## config.mk

```make
export PLATFORM = sky130hd
export DESIGN_NAME = float_accum_seq
export DESIGN_NICKNAME = d
export VERILOG_FILES = /design/src/rtl/float_accum_seq.sv
export SDC_FILE = /design/constraint.sdc
export NUM_CORES = 1
export LEC_CHECK = 0
export CAP_MARGIN = 20
export CORE_MARGIN = 10
export CORE_UTILIZATION = 55
export DETAILED_ROUTE_END_ITERATION = 7
export PLACE_DENSITY = 0.84
export SYNTH_ARGS = -nofsm -noshare
export SYNTH_HDL_FRONTEND = slang
export SYNTH_SLANG_ARGS = --single-unit
```

## constraint.sdc

```tcl
create_clock -name clk -period 5.7 [get_ports clk]
set_clock_uncertainty 0.05 [all_clocks]
set_input_delay 1.14 -clock clk [delete_from_list [all_inputs] [get_ports clk]]
set_output_delay 1.14 -clock clk [all_outputs]
set_load 0.02 [all_outputs]
```

## src/rtl/float_accum_seq.sv

```systemverilog
`default_nettype none
// ============================================================================
//  Module   : float_accum_seq
//  Purpose  : Job sequencer for one float accumulator instance. Latches a job
//             configuration, drives the accumulator run/running/stride/delay
//             controls and emits a one-cycle indexed strobe in the exact
//             cycle each window result is valid on the accumulator output.
//  Revision : 1.0  initial release
// ============================================================================
module float_accum_seq #(
    parameter int STRIDE_W = 16,
    parameter int DELAY_W  = 7,
    parameter int CNT_W    = 16,
    parameter int RES_LAT  = 4
) (
    input  logic                clk,
    input  logic                rst,
    input  logic                i_start,
    input  logic                i_abort,
    input  logic [STRIDE_W-1:0] i_cfg_stride,
    input  logic [DELAY_W-1:0]  i_cfg_delay,
    input  logic [CNT_W-1:0]    i_cfg_windows,
    output logic                o_busy,
    output logic                o_done,
    output logic                o_acc_run,
    output logic                o_acc_running,
    output logic [STRIDE_W-1:0] o_acc_stride_minus_one,
    output logic [DELAY_W-1:0]  o_acc_delay0,
    output logic                o_res_valid,
    output logic [CNT_W-1:0]    o_res_index,
    output logic                o_res_last
);

    typedef enum logic [1:0] {
        S_IDLE  = 2'd0,
        S_WAIT  = 2'd1,
        S_ACCUM = 2'd2,
        S_DRAIN = 2'd3
    } state_t;

    state_t              r_state;
    logic [STRIDE_W-1:0] r_cfg_stride;
    logic [DELAY_W-1:0]  r_cfg_delay;
    logic [CNT_W-1:0]    r_cfg_windows;
    logic [DELAY_W-1:0]  r_dcnt;      // cycles spent in WAIT since R
    logic [STRIDE_W-1:0] r_scnt;      // sample position inside current window
    logic [CNT_W-1:0]    r_wcnt;      // window currently being accumulated
    logic [CNT_W-1:0]    r_ridx;      // index of the next result strobe
    logic [RES_LAT-1:0]  r_pipe;      // one marker per closed window, in flight
    logic                r_busy;
    logic                r_run;
    logic                r_done0;     // completion pulse of an empty job

    logic                w_last;
    logic                w_res_valid;
    logic                w_res_last;
    logic                w_final;
    logic [RES_LAT-1:0]  w_pipe_next;

    // Window-close detection, result strobe decode and marker pipe shift
    always_comb begin
        w_last      = (r_state == S_ACCUM) && (r_scnt == r_cfg_stride);
        w_res_valid = r_pipe[RES_LAT-1];
        w_res_last  = w_res_valid && (r_ridx == (r_cfg_windows - CNT_W'(1)));
        w_final     = w_res_last && r_busy;
        w_pipe_next = r_pipe << 1;
        w_pipe_next[0] = w_last;
    end

    // Job state machine, counters and registered control outputs
    always_ff @(posedge clk or posedge rst) begin
        if (rst) begin
            r_state       <= S_IDLE;
            r_cfg_stride  <= '0;
            r_cfg_delay   <= '0;
            r_cfg_windows <= '0;
            r_dcnt        <= '0;
            r_scnt        <= '0;
            r_wcnt        <= '0;
            r_ridx        <= '0;
            r_pipe        <= '0;
            r_busy        <= 1'b0;
            r_run         <= 1'b0;
            r_done0       <= 1'b0;
        end else begin
            r_run   <= 1'b0;
            r_done0 <= 1'b0;
            if (r_state == S_IDLE) begin
                if (i_start) begin
                    r_cfg_stride  <= i_cfg_stride;
                    r_cfg_delay   <= i_cfg_delay;
                    r_cfg_windows <= i_cfg_windows;
                    if (i_cfg_windows == '0) begin
                        r_done0 <= 1'b1;
                    end else begin
                        r_run   <= 1'b1;
                        r_busy  <= 1'b1;
                        r_state <= S_WAIT;
                        r_dcnt  <= '0;
                        r_scnt  <= '0;
                        r_wcnt  <= '0;
                        r_ridx  <= '0;
                        r_pipe  <= '0;
                    end
                end
            end else if (i_abort) begin
                // Cancel: discard in-flight results, no completion pulse
                r_state <= S_IDLE;
                r_busy  <= 1'b0;
                r_pipe  <= '0;
                r_ridx  <= '0;
            end else begin
                r_pipe <= w_pipe_next;
                if (w_res_valid) begin
                    r_ridx <= r_ridx + CNT_W'(1);
                end
                case (r_state)
                    S_WAIT: begin
                        if (r_dcnt == r_cfg_delay) begin
                            r_state <= S_ACCUM;
                            r_scnt  <= '0;
                        end else begin
                            r_dcnt <= r_dcnt + DELAY_W'(1);
                        end
                    end
                    S_ACCUM: begin
                        if (w_last) begin
                            r_scnt <= '0;
                            if (r_wcnt == (r_cfg_windows - CNT_W'(1))) begin
                                r_state <= S_DRAIN;
                            end else begin
                                r_wcnt <= r_wcnt + CNT_W'(1);
                            end
                        end else begin
                            r_scnt <= r_scnt + STRIDE_W'(1);
                        end
                    end
                    S_DRAIN: begin
                        if (w_final) begin
                            r_state <= S_IDLE;
                            r_busy  <= 1'b0;
                            r_pipe  <= '0;
                            r_ridx  <= '0;
                        end
                    end
                    default: begin
                        r_state <= S_IDLE;
                        r_busy  <= 1'b0;
                    end
                endcase
            end
        end
    end

    assign o_busy                 = r_busy;
    assign o_acc_running          = r_busy;
    assign o_acc_run              = r_run;
    assign o_acc_stride_minus_one = r_cfg_stride;
    assign o_acc_delay0           = r_cfg_delay;
    assign o_res_valid            = w_res_valid;
    assign o_res_index            = w_res_valid ? r_ridx : '0;
    assign o_res_last             = w_res_last;
    // An abort in the final strobe cycle still shows the result but not done
    assign o_done                 = r_done0 | (w_final & ~i_abort);

endmodule
`default_nettype wire

```

### Word-level counts from Yosys, hierarchy flattened

Index checks and enable logic that the tools add are counted.

* output and inout port bits: 45
* bits in registers: 103

* bitwise logic cells: 3
* add/subtract/negate cells: 5
* reductions and logical operators: 17
* multiplexer cells: 51
* equality and inequality tests: 18

Operators with widths (count)
* 2-to-1 mux 16 bit: 17
* adder 16 x 1 -> 16 bit (second input constant): 3
* equality test 16 bit: 3
* 2-to-1 mux 7 bit: 6
* one-hot mux 16 bit (2 select lines): 1
* 2-to-1 mux 4 bit: 6
* logical NOT 16 bit: 1
* 2-to-1 mux 2 bit: 8
* subtractor 16 x 1 -> 16 bit (second input constant): 1
* AND reduction 6 bit: 2
* 2-to-1 mux 1 bit: 11
* AND reduction 5 bit: 2
* != test 2 bit (second input constant): 4
* != test 4 bit (second input constant): 2
* adder 7 x 1 -> 7 bit (second input constant): 1
* equality test 7 bit: 1
* one-hot mux 2 bit (3 select lines): 1
* nonzero test 2 bit: 3
* equality test 2 bit (second input constant): 2
* != test 4 x 2 -> 1 bit (second input constant): 1
* != test 4 x 3 -> 1 bit (second input constant): 1
* AND reduction 2 bit: 2
* AND reduction 4 bit: 1
* logical AND 1 bit: 3
* other kinds (11): 11

### Depth between registers and ports, before layout

* depth in word-level cells: 8
* depth in mapped cells: 13
* depth with buffers taken out: 10

### Worst setup path before layout

No wires, ideal clock.

* path type: reg2out
* start: reg r_cfg_windows[0]
* end: out o_done
* cell stages (with the launch flop): 9
* buffers on the path: 1
* data required time: 4.510 ns
* data arrival time: 2.589 ns
* path slack: 1.921 ns
* cells stage by stage: dfrtp_1 or4_1 buf_2 or3_1 a2111oi_2 o2111a_1 and3_1 nand3_1 o21bai_1

* longest elaborated chain between the ends: 6

Ends and longest elaborated chain
* start, declared: RTL line 44 `logic [CNT_W-1:0] r_cfg_windows;`
* start signal, assigned: RTL line 92 `r_cfg_windows <= i_cfg_windows;`
* subtractor 16 x 1 -> 16 bit: RTL line 64 `w_res_last = w_res_valid && (r_ridx == (r_cfg_windows - CNT_W'(1)));`
* equality test 16 bit: RTL line 64
* logical AND 1 bit: RTL line 64
* logical AND 1 bit: RTL line 65 `w_final = w_res_last && r_busy;`
* AND 1 bit: RTL line 164 `assign o_done = r_done0 | (w_final & ~i_abort);`
* bitwise OR 1 bit: RTL line 164
* end, declared: RTL line 24 `output logic o_done,`

Every way passes these cells.

### Final worst setup path

Same ends and word-level chain as after synthesis.

==> metrics.md <==
| Metric | Value |
|---|---|
| Status | finished clean |
| Fin crit period | 4900 ps |
| Initial DRC count | 403 |
| DRT antenna net count | 0 |
| Sw Share | approximately two fifths |
| CTS sink count | 103 |
| Rows | 39 |
| Synth top area share | 39.9% |
| Num ports | 88 |
| DIE WIDTH | around 130 um |
| CTS HTree Levels | 3 |
| Int Pwr | about 1.9 mW |
| TritonCTS clock tree | yes |
| Synth Flop Type | dfrtp_1 |
| Rel. slew slack | 32.2% |
| Vias per cell | 6.20 |
| Slowest cell delay on critical path | just over 700 ps |
| Avg Cell Area, Syn | 9.39 um2 |
| Dpl hpwl | 13,200 um |
| Placed Area | 7380 um2 |
| WS Path Type | register to output port |
| LEAKAGE | 3.29 nW |
| Clock Power Share | 19.6% |
| DR pass1 iterations | 5 |
| Synth cell types | 67 |
| CP Cell Sequence | or4_1 -> or3_1 -> a2111oi_2 -> o2111a_1 -> and3_1 -> nand3_1 -> o21bai_1 -> clkdlybuf4s50_1 |
| RSZ-0062 raised after global routing | no |
| Clock latency on the worst-skew pair | 360 ps |
| Initial Utilization | roughly 56% |
| Cell area after layout | 7680 um2 |
| Syn nets | 742 |
| Global Route Usage Sum | 21.8% |
| Slew @ Worst Pin | 1010 ps |
| Post-synth EDFFs | 0 |
| Setup TNS | 0 ps |
| GRT overflow | 0 |
| CTS Buf Count | 9 |
| Largest net degree at the start of global routing | 78 |
| Core ar. | 11,500 um2 |
| # Post-CTS Setup Buffers | 0 |
| Total die area | 16,500 um2 |
| Slew Limit Fails | 0 |
| Synth area leaders | dfrtp_1 (40%), mux2_2 (6.4%), xor2_1 (4.6%) |
| Setup crit start kind | register |
| Crit path max fanout | 9 |
| First-pass GRT wire length | a little under 30,000 um |
| Critical Path RT | about 4500 ps |
| Commonest cells post-synth | dfrtp_1 (103), nand2_1 (62), o21ai_0 (56) |
| Vias in the first global route | approximately 5,700 |
| Gate Count Post-Synth | roughly 700 |
| Synth warnings | 0 |
| Power Density | 428 nW/um2 |
| Diode count | 0 |
| CTS resizes | 0 |
| Height of the die | 128 um |
| Layout cell share with drive strength beyond 1 | 10.1% |
| Nets | 810 |
| Yosys reg bits | 103 |
| Synthesis-to-finish area growth | 18.9% |
| Max-cap violations | 0 |
| Sequential group share of total power | ~35% |
| Slowest-stage cell, CP | or4_1 |
| Via count | 5,596 |
| Dominant cell type by area after synthesis | dfrtp_1 |
| Post-CTS Hold Fix Bufs | 0 |
| Final Hold Fails | 0 |
| Root Buffer | clkbuf_16 |
| Clk buf depth | 2 |
| Worst Setup End Kind | output port |
| Placer Congestion | about 0.94 |
| VDD IR max | 0.290 mV |
| Post-synthesis sequential area ratio | 39.9% |
| Clk slew on worst S/H paths | roughly 70 ps |
| Final setup violation count | 0 |
| Mapped Area | ~6500 um2 |
| Routed WL | 18,000 um |
| Part of the power in combinational logic | between 40 and 50% |
| Avg WL per Cell | 19.9 um |
| I/O Buffers | 87 |
| Period utilisation layout | 86.0% |
| Residual DRC | 0 |
| Net Sw Power | 1.35 mW |
| Critical Path AT | 3710 ps |
| Ys async rst share | 100% |
| Initial antenna violation count | 0 |
| HP Class | register to register |
| Max Clk Rate | approximately 200 MHz |
| Count leader, synth | dfrtp_1 |
sequential cells by signal, indices dropped and copies added, names as in the netlist, 2 cells and up:
signal                  count
r_scnt                     16
r_state                     2
r_ridx                     16
r_pipe                      4
o_acc_delay0                7
r_dcnt                      7
r_wcnt                     16
o_acc_stride_minus_one     16
r_cfg_windows              16
path summary, 6_finish.rpt:
kind | startpoint | end | slack (ps) | cells after the start
max reg2reg | r_cfg_windows[0]$_DFFE_PP0P_ | r_wcnt[1]$_DFFE_PP0P_ | 1930 | 8
max | r_cfg_windows[0]$_DFFE_PP0P_ | o_done | 800 | 8
min reg2reg | r_pipe[0]$_DFFE_PP0P_ | r_pipe[1]$_DFFE_PP0P_ | 460 | 2
min in group asynchronous | rst | o_acc_stride_minus_one[7]$_DFFE_PP0P_ | 1310 | 2
max in group asynchronous | rst | r_dcnt[4]$_DFFE_PP0P_ | 3370 | 3
min | r_pipe[0]$_DFFE_PP0P_ | r_pipe[1]$_DFFE_PP0P_ | 460 | 2
per-stage QoR:
| stage | cells | hold WS [ps] | util [%] | worst slack, ps | power (mW) |
|---|---|---|---|---|---|
| 6_report | 903 | 461 | 67.0 | 800 | 3.29 |
| 5_1_grt | 903 | 505 | 67.0 | 651 | 3.48 |
| 4_1_cts | 903 | 459 | 67.0 | 776 | 3.29 |
| 3_5_place_dp | 888 | 446 | 64.3 | 1110 | 2.63 |
| 3_3_place_gp | 888 | 439 | 64.3 | 1230 | 2.58 |
| 2_1_floorplan | 688 | 423 | - | 1810 | 2.15 |
routing by layer:
metal	up-vias	wire (um)	GRT usage [%]
met5	-	0	0
met3	38	1290	4.60
met2	210	9170	37.6
met4	0	514	9.47
met1	2712	6990	25.7
li1	2636	-	-
cell families (layout without fill, tap and decap cells):
| group | count (synthesis) | count (layout) | share of synthesized area [%] |
|---|---|---|---|
| simple gates | 265 | 265 | 22.3 |
| compound gates | 143 | 143 | 14.8 |
| flops | 103 | 103 | 39.9 |
| xor+xnor | 67 | 67 | 9.51 |
| buf+inv | 57 | 129 | 4.12 |
| mux | 42 | 42 | 7.22 |
| fa+ha+maj | 11 | 11 | 2.13 |
power groups by stage:
stage               Combinational, mW  Sequential (mW)  Clock, mW
floorplan                       0.999             1.15          0
global placement                 1.42             1.16          0
finish                           1.48             1.16      0.646
CTS                              1.48             1.16      0.655
global route                     1.61             1.19      0.680
detailed placement               1.46             1.17          0
final cells by class:
| type | count | area (um2) |
|---|---|---|
| clock buffers | 11 | 253 |
| repair buffers | 94 | 923 |
| flip-flops and latches | 103 | 2580 |
| multi-input cells | 528 | 3620 |
| clock inverters | 4 | 53.8 |
| inverters | 20 | 77.6 |
| well taps | 143 | 179 |
| fillers | 880 | 3780 |
cells in the final DEF, fill, tap and decap left out, types with 4 or more instances in the layout:
cell type	netlist	layout
dfrtp_1	103	103
a21o_1	13	13
clkbuf_16	0	9
clkdlybuf4s50_1	0	87
xnor2_1	31	31
nand3b_1	5	5
inv_1	20	19
nor3_1	12	12
nor2_1	40	40
nor4_1	12	12
nand3_1	20	20
o211ai_1	4	4
a21oi_1	17	17
o31ai_1	11	11
o22ai_1	4	4
nand4b_1	4	4
nand2b_1	8	8
buf_4	5	7
nand4_1	14	14
or4_1	12	12
ha_1	11	11
and3_1	21	21
nor2b_1	5	5
mux2_2	37	37
nor3b_1	10	10
and2_1	20	19
o41ai_1	4	4
o311ai_0	4	4
o21ai_0	56	56
or3_1	7	7
xor2_1	34	34
mux2i_1	5	5
nand2_1	62	62
worst max-delay path: cells and delay by family (launching register included):
family / cells / cell delay, ps
buffers and inverters: 1 / 610
AO/OA/AOI/OAI: 3 / 850
AND/OR/NAND/NOR: 4 / 1420
flip-flops: 1 / 460
Power figures use the tool's default switching activity.
